--- src/rtl/id_ex_pipe_if.sv ---
// Decode-to-execute bus: upstream handshake and payload plus the registered execute-side view.
// master = decoder/ALU environment, slave = the pipeline stage.
interface id_ex_pipe_if #(
    parameter int XLEN = 32,
    parameter int RAW  = 5
);
    logic            in_valid;
    logic            in_ready;
    logic [XLEN-1:0] op1;
    logic [XLEN-1:0] op2;
    logic [RAW-1:0]  rd_addr;
    logic            rd_wen;

    logic            out_valid;
    logic            out_ready;
    logic [XLEN-1:0] op1_dly;
    logic [XLEN-1:0] op2_dly;
    logic [RAW-1:0]  rd_addr_dly;
    logic            rd_wen_dly;

    modport master (
        output in_valid, op1, op2, rd_addr, rd_wen, out_ready,
        input  in_ready, out_valid, op1_dly, op2_dly, rd_addr_dly, rd_wen_dly
    );

    modport slave (
        input  in_valid, op1, op2, rd_addr, rd_wen, out_ready,
        output in_ready, out_valid, op1_dly, op2_dly, rd_addr_dly, rd_wen_dly
    );
endinterface

--- src/rtl/id_ex_pipe.sv ---
// ID->EX pipeline stage with valid/ready handshake, synchronous flush, optional
// 2-entry skid buffer and a saturating stall-cycle counter.
//
//   state    | meaning
//   ---------+-----------------------------------------------------------
//   ST_EMPTY | no entry held, out_valid=0
//   ST_BUSY  | main entry valid on the execute side, skid empty
//   ST_FULL  | main and skid both valid, in_ready=0 (SKID=1 only)
module id_ex_pipe #(
    parameter int XLEN  = 32,
    parameter int RAW   = 5,
    parameter int SKID  = 1,
    parameter int CNT_W = 16
) (
    input  logic             sys_clk,
    input  logic             sys_rst_n,
    input  logic             flush,
    id_ex_pipe_if.slave      bus,
    output logic [CNT_W-1:0] stall_cnt
);

    typedef enum logic [1:0] {
        ST_EMPTY = 2'b00,
        ST_BUSY  = 2'b01,
        ST_FULL  = 2'b11
    } state_t;

    state_t state;
    state_t state_nxt;

    logic main_v;
    logic skid_v;
    logic xfer_in;
    logic xfer_out;
    logic load_main_in;
    logic load_main_skid;
    logic load_skid;

    logic [XLEN-1:0] main_op1;
    logic [XLEN-1:0] main_op2;
    logic [RAW-1:0]  main_rd_addr;
    logic            main_rd_wen;
    logic [XLEN-1:0] skid_op1;
    logic [XLEN-1:0] skid_op2;
    logic [RAW-1:0]  skid_rd_addr;
    logic            skid_rd_wen;

    assign main_v = (state != ST_EMPTY);
    assign skid_v = (state == ST_FULL);

    // With SKID=1 in_ready depends only on the state flops, breaking the
    // combinational path from out_ready back to the decoder.
    assign bus.in_ready = (SKID != 0) ? !skid_v : (!main_v || bus.out_ready);

    assign xfer_in  = bus.in_valid && bus.in_ready && !flush;
    assign xfer_out = main_v && bus.out_ready;

    always_ff @(posedge sys_clk or negedge sys_rst_n) begin
        if (!sys_rst_n) begin
            state <= ST_EMPTY;
        end else begin
            state <= state_nxt;
        end
    end

    always_comb begin
        state_nxt      = state;
        load_main_in   = 1'b0;
        load_main_skid = 1'b0;
        load_skid      = 1'b0;
        if (flush) begin
            state_nxt = ST_EMPTY;
        end else begin
            case (state)
                ST_EMPTY: begin
                    if (xfer_in) begin
                        load_main_in = 1'b1;
                        state_nxt    = ST_BUSY;
                    end
                end
                ST_BUSY: begin
                    if (xfer_in && xfer_out) begin
                        load_main_in = 1'b1;
                    end else if (xfer_in) begin
                        // only reachable with SKID=1: SKID=0 accepts only while draining
                        load_skid = 1'b1;
                        state_nxt = ST_FULL;
                    end else if (xfer_out) begin
                        state_nxt = ST_EMPTY;
                    end
                end
                ST_FULL: begin
                    if (xfer_out) begin
                        load_main_skid = 1'b1;
                        state_nxt      = ST_BUSY;
                    end
                end
                default: begin
                    state_nxt = ST_EMPTY;
                end
            endcase
        end
    end

    always_ff @(posedge sys_clk or negedge sys_rst_n) begin
        if (!sys_rst_n) begin
            main_op1     <= '0;
            main_op2     <= '0;
            main_rd_addr <= '0;
            main_rd_wen  <= 1'b0;
        end else if (load_main_in) begin
            main_op1     <= bus.op1;
            main_op2     <= bus.op2;
            main_rd_addr <= bus.rd_addr;
            main_rd_wen  <= bus.rd_wen;
        end else if (load_main_skid) begin
            main_op1     <= skid_op1;
            main_op2     <= skid_op2;
            main_rd_addr <= skid_rd_addr;
            main_rd_wen  <= skid_rd_wen;
        end
    end

    always_ff @(posedge sys_clk or negedge sys_rst_n) begin
        if (!sys_rst_n) begin
            skid_op1     <= '0;
            skid_op2     <= '0;
            skid_rd_addr <= '0;
            skid_rd_wen  <= 1'b0;
        end else if (load_skid) begin
            skid_op1     <= bus.op1;
            skid_op2     <= bus.op2;
            skid_rd_addr <= bus.rd_addr;
            skid_rd_wen  <= bus.rd_wen;
        end
    end

    always_ff @(posedge sys_clk or negedge sys_rst_n) begin
        if (!sys_rst_n) begin
            stall_cnt <= '0;
        end else if (main_v && !bus.out_ready && (stall_cnt != {CNT_W{1'b1}})) begin
            stall_cnt <= stall_cnt + {{(CNT_W-1){1'b0}}, 1'b1};
        end
    end

    assign bus.out_valid   = main_v;
    assign bus.op1_dly     = main_op1;
    assign bus.op2_dly     = main_op2;
    assign bus.rd_addr_dly = main_rd_addr;
    assign bus.rd_wen_dly  = main_rd_wen && main_v;

endmodule
--- src/flat_wrapper.sv ---
// flat-port wrapper written by rule: the top's interface ports become plain ports
module id_ex_pipe_flat 
#(
    parameter int XLEN  = 32,
    parameter int RAW   = 5,
    parameter int SKID  = 1,
    parameter int CNT_W = 16
)
  (sys_clk, sys_rst_n, flush, stall_cnt, bus_in_valid, bus_op1, bus_op2, bus_rd_addr, bus_rd_wen, bus_out_ready, bus_in_ready, bus_out_valid, bus_op1_dly, bus_op2_dly, bus_rd_addr_dly, bus_rd_wen_dly);
  id_ex_pipe_if #(.XLEN(XLEN), .RAW(RAW)) bus_i ();
  input  logic sys_clk;
  input  logic sys_rst_n;
  input  logic flush;
  output logic [CNT_W-1:0] stall_cnt;
  input wire logic [$bits(bus_i.in_valid)-1:0] bus_in_valid;
  input wire logic [$bits(bus_i.op1)-1:0] bus_op1;
  input wire logic [$bits(bus_i.op2)-1:0] bus_op2;
  input wire logic [$bits(bus_i.rd_addr)-1:0] bus_rd_addr;
  input wire logic [$bits(bus_i.rd_wen)-1:0] bus_rd_wen;
  input wire logic [$bits(bus_i.out_ready)-1:0] bus_out_ready;
  output wire logic [$bits(bus_i.in_ready)-1:0] bus_in_ready;
  output wire logic [$bits(bus_i.out_valid)-1:0] bus_out_valid;
  output wire logic [$bits(bus_i.op1_dly)-1:0] bus_op1_dly;
  output wire logic [$bits(bus_i.op2_dly)-1:0] bus_op2_dly;
  output wire logic [$bits(bus_i.rd_addr_dly)-1:0] bus_rd_addr_dly;
  output wire logic [$bits(bus_i.rd_wen_dly)-1:0] bus_rd_wen_dly;
  assign bus_i.in_valid = bus_in_valid;
  assign bus_i.op1 = bus_op1;
  assign bus_i.op2 = bus_op2;
  assign bus_i.rd_addr = bus_rd_addr;
  assign bus_i.rd_wen = bus_rd_wen;
  assign bus_i.out_ready = bus_out_ready;
  assign bus_in_ready = bus_i.in_ready;
  assign bus_out_valid = bus_i.out_valid;
  assign bus_op1_dly = bus_i.op1_dly;
  assign bus_op2_dly = bus_i.op2_dly;
  assign bus_rd_addr_dly = bus_i.rd_addr_dly;
  assign bus_rd_wen_dly = bus_i.rd_wen_dly;
  id_ex_pipe #(.XLEN(XLEN), .RAW(RAW), .SKID(SKID), .CNT_W(CNT_W)) u_core (.sys_clk(sys_clk), .sys_rst_n(sys_rst_n), .flush(flush), .bus(bus_i), .stall_cnt(stall_cnt));
endmodule
--- config.mk ---
export PLATFORM = sky130hd
export DESIGN_NAME = id_ex_pipe_flat
export DESIGN_NICKNAME = d
export VERILOG_FILES = /design/src/rtl/id_ex_pipe_if.sv /design/src/rtl/id_ex_pipe.sv /design/src/flat_wrapper.sv
export SDC_FILE = /design/constraint.sdc
export NUM_CORES = 1
export LEC_CHECK = 0
export CORE_UTILIZATION = 49
export CTS_CLUSTER_DIAMETER = 60
export DETAILED_ROUTE_END_ITERATION = 8
export PLACE_DENSITY = 0.82
export SLEW_MARGIN = 5
export SYNTH_ARGS = -nofsm -noshare
export SYNTH_HDL_FRONTEND = slang
export SYNTH_SLANG_ARGS = --single-unit
--- constraint.sdc ---
create_clock -name sys_clk -period 2.45 [get_ports sys_clk]
set_clock_uncertainty 0.15 [all_clocks]
set_input_delay 0.6125 -clock sys_clk [delete_from_list [all_inputs] [get_ports sys_clk]]
set_output_delay 0.6125 -clock sys_clk [all_outputs]
set_load 0.005 [all_outputs]
After elaboration in Yosys (flattened, before gate mapping)
Cells that the tools add are included.
- bits in registers: 158
- word-level logic and storage cells: 57
- add/sub/neg operators: 1
- equality and inequality tests: 7
- muxes and demuxes: 25
- reduce and logical (&&, ||, !) cells: 14
- operator list (kind ; count):
    $mux 32 ; 4
    $add 16x1->16 const B ; 1
    $ne 16x16->1 const B ; 1
    $mux 2 ; 6
    $mux 1 ; 11
    $mux 5 ; 2
    $logic_and 1x1->1 ; 7
    $ne 3x3->1 const B ; 2
    $pmux 2 s3 ; 1
    $ne 4x2->1 const B ; 1
    $reduce_and 4->1 ; 1
    $reduce_bool 2->1 ; 2
    $logic_not 1->1 ; 3
    $ne 3x2->1 const B ; 1
    $eq 2x1->1 const B ; 1
    $eq 2x2->1 const B ; 1
    $logic_not 2->1 ; 1
    $pmux 1 s2 ; 1

Logic depth before layout (Yosys ltp)
Gate-level depths: netlist of the first run.
- depth in word-level cells: 9
- depth in mapped cells: 10

Least setup slack after synthesis of the first run
OpenSTA, ideal clock, no wires.
- kind: input to register
- start: input port flush
- end: register u_core.skid_op1[10]
- setup time: 125 ps
- arrival time: 1740 ps
- data required time: 2175 ps
- slack: 435 ps
- stages: 6
- cell sequence: clkbuf_2 -> nor2_1 -> nand2_1 -> nor3_4 -> buf_4 -> mux2_2
- word-level cells in the longest chain between the ends: 6
- RTL lines (element ; RTL line ; text):
    start, declared ; flat_wrapper.sv:13 ; input logic flush;
    $logic_not 1->1 ; id_ex_pipe.sv:55 ; assign xfer_in = bus.in_valid && bus.in_ready && !flush;
    $logic_and 1x1->1 ; id_ex_pipe.sv:55 ;
    $mux 1 or $logic_and 1x1->1 (tied branches) ; id_ex_pipe.sv:84, id_ex_pipe.sv:82 ;
    $mux 1 ; id_ex_pipe.sv:82 ; if (xfer_in && xfer_out) begin
    $mux 1 ; id_ex_pipe.sv:74 ; case (state)
    $mux 1 (*) ; id_ex_pipe.sv:71 ; if (flush) begin
    end signal, assigned ; id_ex_pipe.sv:131 ; skid_op1 <= bus.op1;
    end, declared ; id_ex_pipe.sv:43 ; logic [XLEN-1:0] skid_op1;
Mark *: on every way between the ends. The rest lies on a longest branch, timed or not.
A chain may end at the register's enable or synchronous reset.

Worst setup path after layout of the first run
- start: register u_core.state[0]
- end: output port bus_in_ready
- word-level cells in the longest chain between the ends: 2
- RTL lines (element ; RTL line ; text):
    start, declared ; id_ex_pipe.sv:28 ; state_t state;
    start signal, assigned ; id_ex_pipe.sv:62 ; state <= state_nxt;
    $eq 2x2->1 ; id_ex_pipe.sv:49 ; assign skid_v = (state == ST_FULL);
    $logic_not 1->1 ; id_ex_pipe.sv:53 ; assign bus.in_ready = (SKID != 0) ? !skid_v : (!main_v || bus.out_ready);
    end, declared ; flat_wrapper.sv:21 ; output wire logic [$bits(bus_i.in_ready)-1:0] bus_in_ready;
No other way between the ends.

==> results of run 1 <==
metal layers:
metal / track usage (%) / part of all wire, % / vias up
met5: 0 / 0 / -
met4: 10.3 / 2.3 / 0
met3: 5.96 / 4.9 / 32
met2: 37.9 / 50 / 137
met1: 28.6 / 42 / 2410
li1: - / - / 2260
where the power goes:
group / total [mW] / internal, mW / switching (mW) / leakage, nW
Clock: 2.53 / 1.51 / 1.02 / 0.274
Sequential: 4.57 / 3.83 / 0.742 / 1.94
Combinational: 3.39 / 2.11 / 1.28 / 1.91
Total: 10.5 / 7.45 / 3.04 / 4.12
worst register-to-register path, stage by stage, from the launching register on:
cell	delay (ps)
sky130_fd_sc_hd__dfrtp_1	420
sky130_fd_sc_hd__ha_2	210
sky130_fd_sc_hd__nand2b_1	170
sky130_fd_sc_hd__nor2_1	110
sky130_fd_sc_hd__nand2_1	120
sky130_fd_sc_hd__nor3_4	200
sky130_fd_sc_hd__buf_12	290
sky130_fd_sc_hd__mux2_2	460
state kept, by name (all words and copies together) (netlist names):
name	cells
u_core.skid_op1	32
u_core.skid_rd_wen	1
u_core.skid_rd_addr	5
u_core.stall_cnt	16
u_core.skid_op2	32
u_core.state	2
u_core.main_rd_wen	1
u_core.bus.op2_dly	32
u_core.bus.rd_addr_dly	5
u_core.bus.op1_dly	32
timing repair:
item	4_1_cts	5_1_grt
endpoints found under the hold margin	45	0
resized for setup	6	2
setup buffers	3	1
endpoints found under the setup margin	3	2
hold buffers	1	0
final cells by class:
| class | count | area share (%) |
|---|---|---|
| Sequential cell | 158 | 43.5 |
| Multi-Input combinational cell | 354 | 26.5 |
| Timing Repair Buffer | 190 | 21.0 |
| Clock buffer | 19 | 4.88 |
| Tap cell | 172 | 2.37 |
| Clock inverter | 12 | 1.34 |
| Inverter | 8 | 0.331 |
path summary, 6_finish.rpt:
check | cells past startpoint | to | start | slack [ps]
setup / recovery | 3 | bus_in_ready | u_core.state[0]$_DFFE_PN0P_ | 50
hold reg to reg | 2 | u_core.bus.op1_dly[19]$_DFFE_PN0P_ | u_core.bus.op1_dly[19]$_DFFE_PN0P_ | 330
max in group asynchronous | 3 | u_core.bus.op2_dly[14]$_DFFE_PN0P_ | sys_rst_n | 950
setup reg to reg | 7 | u_core.skid_op1[28]$_DFFE_PN0P_ | u_core.state[0]$_DFFE_PN0P_ | 210
hold / removal | 2 | u_core.bus.op1_dly[19]$_DFFE_PN0P_ | u_core.bus.op1_dly[19]$_DFFE_PN0P_ | 330
min in group asynchronous | 2 | u_core.skid_op2[31]$_DFFE_PN0P_ | sys_rst_n | 550
through the flow:
| step | power [mW] | area (um2) | instances | worst slack, ps |
|---|---|---|---|---|
| floorplan | 5.93 | 6550 | 551 | 435 |
| global route | 11.1 | 9080 | 913 | 19.1 |
| detailed placement | 7.91 | 8460 | 877 | -173 |
| global placement | 7.73 | 8460 | 877 | -108 |
| finish | 10.5 | 9080 | 913 | 54.0 |
| CTS | 10.6 | 9070 | 912 | 9.63 |
cell families (layout without fill, tap and decap cells):
| family | count (synthesis) | in the layout | share of synthesized area, % |
|---|---|---|---|
| AOI/OAI and AO/OA | 77 | 77 | 8.73 |
| and+or+nand+nor | 182 | 182 | 11.9 |
| muxes | 75 | 75 | 12.8 |
| buffers and inverters | 39 | 229 | 3.23 |
| adders and majority gates | 5 | 5 | 0.955 |
| xor gates and xnor gates | 15 | 15 | 2.01 |
| DFF | 158 | 158 | 60.4 |
synthesized netlist by cell type, drive strengths merged, types with 3 or more instances:
| library cell | n | share of area [%] |
|---|---|---|
| mux2 | 72 | 12 |
| mux2i | 3 | 0.46 |
| a22oi | 68 | 7.8 |
| nand2 | 146 | 8.4 |
| nor2 | 13 | 0.78 |
| nor4 | 4 | 0.48 |
| dfrtp | 158 | 60 |
| ha | 5 | 0.96 |
| xor2 | 11 | 1.5 |
| inv | 8 | 0.46 |
| nand3 | 4 | 0.38 |
| clkbuf | 8 | 0.48 |
| xnor2 | 4 | 0.53 |
| buf | 23 | 2.3 |
| nor3 | 7 | 0.88 |
==> metrics.txt, run 1 <==
DRT Wirelength=around 15,000 um; Setup crit end kind=output port; number of vias in the routed layout=about 4,800; Final period util=about 98%; status=completed; number of filler instances in the final layout=a little over 900; Clk Latency, worst-skew pair=420 ps; RSZ-0062 raised after global routing=false; highest cell delay on the worst timing path=500 ps; Post-Route Setup TNS=0 ps; delay-heaviest family, CP=buffers and inverters; ordered list of cells on the worst path=ha_2 -> inv_2 -> clkdlybuf4s50_1; Critical Setup Path Class=flip-flop to output port; max frequency=417 MHz; Post-layout nets=a little over 800; routability-driven placement congestion ratio=0.824; CTS clock-pin slew for the worst setup and hold paths=60 ps; total half-perimeter wirelength after legalization and detailed placement=10,100 um; aggregate global-route resource usage=between 20% and 30%; maximum level of the CTS H-tree=4; worst hold-check path type=flip-flop to flip-flop; CTS tree=yes; Final min period=2400 ps; nets in the synthesized netlist=631; Overflow after GRT=0; average size of a mapped cell=11.9 um2; crit path max fanout=3; required time at the endpoint of the critical path=1690 ps; DRT antenna net count=0; Initial DRT Pass Iterations=4; Post-Syn Area=6550 um2; slew of the pin with the lowest slew margin=about 480 ps; antenna violations before repair=0; via/cell ratio=5.30; worst slew margin relative to its limit=68.3%; area of the placeable core=12,800 um2; share of post-route cells with drive strength above 1=18.5%; worst hold slack=327 ps; prevailing post-synth register cell=sky130_fd_sc_hd__dfrtp_1; antenna cells=0; final slew viol count=0; quantity of I/O buffers inserted on ports=about 160; maximum vdd drop=0.623 mV; Critical Path Start Type=flip-flop; Starting DRT DRC Count=241; async set-or-reset flop fraction in the synthesized netlist=100%; count of mapped cells out of synthesis=551; most used cells in the layout excluding fill and tap cells=sky130_fd_sc_hd__clkdlybuf4s50_1, sky130_fd_sc_hd__dfrtp_1, sky130_fd_sc_hd__nand2_1; Max Cap Viol=0; maximum number of pins on one net before global-route repair=60; sinks on the clock net=about 160; count of synthesis-stage warnings from yosys=0; leakage dissipation=4.12 nW; CTS Buf Count=17; wire length per cell=16.5 um; commonest non-fill, non-tap cell in the layout=sky130_fd_sc_hd__clkdlybuf4s50_1; Crit-path slowest cell=sky130_fd_sc_hd__clkdlybuf4s50_1; Die H=118 um; post-synthesis register bit count=158; effective utilization at floorplan=51.1%; CTS root buf=sky130_fd_sc_hd__clkbuf_16; post-layout utilization of the core=between 70% and 80%; DRC viols=0; pwr/cell area=~1200 nW/um2; Bufs and invs on worst path=2; portion of the post-synthesis area used by sequential elements=60.4%; Die Outline Area=roughly 14,000 um2; area of all sequential standard cells=3950 um2; area overhead of the layout relative to synthesis=38.7%; Die X-Extent=roughly 120 um; number of failing hold endpoints at the final stage=0; global-route wire length before repair=25,300 um; multi-input gate area in the final layout=between 2000 and 2500 um2; number of flops mapped to enable cells by yosys=0; setup violators final=0; Data arrival, critical path=1630 ps; count of different cell masters after synthesis=36; Clock Tree Buf Depth=2; vias in the first global route=slightly above 5,000; Top-Level Pins=roughly 160; count of standard-cell rows=41
Power figures use the tool's default switching activity.
==> run 2, diff against run 1 <==
--- a/config.mk
+++ b/config.mk
@@ -5,6 +5,7 @@
 export SDC_FILE = /design/constraint.sdc
 export NUM_CORES = 1
 export LEC_CHECK = 0
+export CAP_MARGIN = 0
 export CORE_UTILIZATION = 49
 export CTS_CLUSTER_DIAMETER = 60
 export DETAILED_ROUTE_END_ITERATION = 8
==> results of run 2 <==
Final layout, timing and power as in run 1 (identical DEF).
==> run 3, diff against run 2 <==
--- a/config.mk
+++ b/config.mk
@@ -6,10 +6,11 @@
 export NUM_CORES = 1
 export LEC_CHECK = 0
 export CAP_MARGIN = 0
-export CORE_UTILIZATION = 49
+export CORE_UTILIZATION = 51
+export CTS_BUF_LIST = sky130_fd_sc_hd__clkbuf_8
 export CTS_CLUSTER_DIAMETER = 60
 export DETAILED_ROUTE_END_ITERATION = 8
-export PLACE_DENSITY = 0.82
+export PLACE_DENSITY = 0.84
 export SLEW_MARGIN = 5
 export SYNTH_ARGS = -nofsm -noshare
 export SYNTH_HDL_FRONTEND = slang
==> metrics.txt, run 3 (synthesis results as in run 1) <==
non-filler instance count after layout=912 (-0.11%); CTS clock-pin slew for the worst setup and hold paths=70 ps (about the same); number of filler instances in the final layout=914 (+0.55%); Overflow after GRT=0 (unchanged); routability-driven placement congestion ratio=0.812 (-1.6%); final slew viol count=0 (unchanged); share of total power in combinational logic=34.3% (+2.0 points); CTS tree=yes; worst r2r path cells=8 (+1); Final min period=2310 ps (-89.1 ps); Die H=115 um (-1.9%); Top cell by count, worst path=sky130_fd_sc_hd__buf_4; crit path max fanout=24 (+21); Top-Level Pins=163 (unchanged); aggregate global-route resource usage=23.3% (+0.30 points); Critical Path Start Type=flip-flop; startpoint of the worst hold path=u_core.bus.op2_dly[25]$_DFFE_PN0P_; CTS root buf=sky130_fd_sc_hd__clkbuf_8; number of failing hold endpoints at the final stage=0 (unchanged); wire length per cell=16.3 um (-0.82%); Clock Tree Buf Depth=2 (unchanged); Critical Setup Path Class=flip-flop to flip-flop; number of vias in the routed layout=4,821 (-0.37%); Crit-path slowest cell=sky130_fd_sc_hd__dfrtp_1; Internal Power=6.97 mW (-6.4%); total power=9.87 mW (-5.8%); fraction of power consumed by the clock network=19.6% (-4.5 points); effective utilization at floorplan=52.1% (+1.0 points); count of standard-cell rows=41 (unchanged); Bufs and invs on worst path=2 (unchanged); slew of the pin with the lowest slew margin=424 ps (-51.9 ps); Max Cap Viol=0 (unchanged); worst hold-check path type=flip-flop to flip-flop; area of the placeable core=12,600 um2 (-2.0%); share of post-route cells with drive strength above 1=18.0% (-0.52 points); maximum vdd drop=0.622 mV (about the same); worst hold slack=326 ps (-0.463 ps); relative contribution of sequential cells to total power=46.1% (+2.5 points); worst slack at placement=-137 ps (+35.3 ps); post-layout utilization of the core=71.0% (+0.15 points); antenna violations before repair=0 (unchanged); hold-critical path depth=2 (unchanged); vias in the first global route=4,896 (-3.6%); DRT antenna net count=0 (unchanged); area overhead of the layout relative to synthesis=36.2%; quantity of I/O buffers inserted on ports=162 (unchanged); sinks on the clock net=158 (unchanged); Worst Hold End=u_core.bus.op2_dly[25]$_DFFE_PN0P_; status=completed; DRC viols=0 (unchanged); worst slew margin relative to its limit=71.5% (+3.2 points); switching power share of the total=29.4% (+0.43 points); Starting DRT DRC Count=358 (+49%); global-route wire length before repair=23,700 um (-6.4%); Die Outline Area=13,300 um2 (-3.9%); Clk Latency, worst-skew pair=440 ps (+20 ps); net switching power of the design=2.90 mW (-4.4%); Setup crit end kind=flip-flop; via/cell ratio=5.29 (-0.26%); end of the worst register-to-register path=u_core.skid_op2[25]$_DFFE_PN0P_; most used cells in the layout excluding fill and tap cells=sky130_fd_sc_hd__clkdlybuf4s50_1, sky130_fd_sc_hd__dfrtp_1, sky130_fd_sc_hd__nand2_1; setup violators final=0 (unchanged); ordered list of cells on the worst path=buf_4 -> ha_1 -> nand2b_1 -> nor2_1 -> nand2_1 -> nor3_4 -> buf_4 -> mux2_2; total half-perimeter wirelength after legalization and detailed placement=10,300 um (+1.6%); leakage dissipation=4.06 nW (-1.5%); Data arrival, critical path=2470 ps (+840 ps); delay-heaviest family, CP=simple AND/OR/NAND/NOR gates; antenna cells=0 (unchanged); max frequency=433 MHz (+3.9%); origin of the critical flop-to-flop path=u_core.state[1]$_DFFE_PN0P_; maximum level of the CTS H-tree=4 (unchanged); CTS Buf Count=17 (unchanged); cell depth of the worst setup path=8 (+5); maximum number of pins on one net before global-route repair=50 (-17%); Final period util=94.2% (-3.6 points); pwr/cell area=1110 nW/um2 (-4.1%); Die X-Extent=115 um (-1.9%); slack of the worst reg-to-reg path=140 ps (-70 ps); RSZ-0062 raised after global routing=false; Post-layout nets=808 (-0.12%); number of placed instances, taps included=878 (+0.11%); required time at the endpoint of the critical path=2620 ps (+930 ps); highest cell delay on the worst timing path=410 ps (-90 ps); Initial DRT Pass Iterations=5 (+1); worst setup slack after layout=143 ps (+89.1 ps); DRT Wirelength=14,900 um (-0.93%)
-- run 3: worst max path at each step --
stage | from | endpoint | slack (ps)
final | u_core.state[1]$_DFFE_PN0P_ | u_core.skid_op2[25]$_DFFE_PN0P_ | 140
after global routing | u_core.state[1]$_DFFE_PN0P_ | u_core.skid_op2[29]$_DFFE_PN0P_ | 50
after CTS | u_core.state[1]$_DFFE_PN0P_ | bus_in_ready | 170
after detailed placement | bus_in_valid | u_core.skid_op2[25]$_DFFE_PN0P_ | -140
after global placement | bus_in_valid | u_core.skid_op1[2]$_DFFE_PN0P_ | -140
after floorplan | flush | u_core.skid_op1[10]$_DFFE_PN0P_ | 440
-- run 3: stage by stage --
| stage | cell area (um2) | setup TNS (ps) |
|---|---|---|
| 4_1_cts | 8920 | 0 |
| 5_1_grt | 8920 | 0 |
| 6_report | 8920 | 0 |
| 2_1_floorplan | 6550 | 0 |
| 3_5_place_dp | 8480 | -6650 |
| 3_3_place_gp | 8480 | -7850 |
-- run 3: per-layer routing --
metal | GRT usage (%) | vias up | wire [um]
met2 | 38.0 | 162 | 7500
met3 | 7.43 | 19 | 991
met5 | 0 | - | 0
met4 | 9.00 | 0 | 184
li1 | - | 2247 | -
met1 | 29.0 | 2393 | 6220
-- run 3: worst register-to-register path, delay by kind of cell (launching register included) --
| kind | cells | cell delay [ps] |
|---|---|---|
| and+or+nand+nor | 4 | 550 |
| buffers and inverters | 2 | 500 |
| DFF | 1 | 410 |
| muxes | 1 | 390 |
| adders and majority gates | 1 | 190 |
-- run 3: timing repair --
item                                    4_1_cts  5_1_grt
hold endpoints to repair                     35        0
gates resized for setup                       7        0
buffers inserted                              2        0
hold buffers                                  1        0
endpoints found under the setup margin        3        0
-- run 3: area by class of cell --
type                            instances  area [um2]  share of cell area [%]
Inverter                                8        30.0                   0.337
Clock buffer                           23         317                    3.55
Tap cell                              172         215                    2.41
Multi-Input combinational cell        354        2410                    27.0
Timing Repair Buffer                  189        1910                    21.4
Clock inverter                          8        87.6                   0.982
Sequential cell                       158        3950                    44.3
-- run 3: power by group through the flow --
stage | clock (mW) | sequential [mW] | combinational, mW
after floorplan | 0 | 4.47 | 1.46
after global placement | 0 | 4.51 | 3.24
after detailed placement | 0 | 4.58 | 3.39
after CTS | 1.99 | 4.55 | 3.43
after global routing | 2.08 | 4.69 | 3.70
final | 1.94 | 4.55 | 3.38
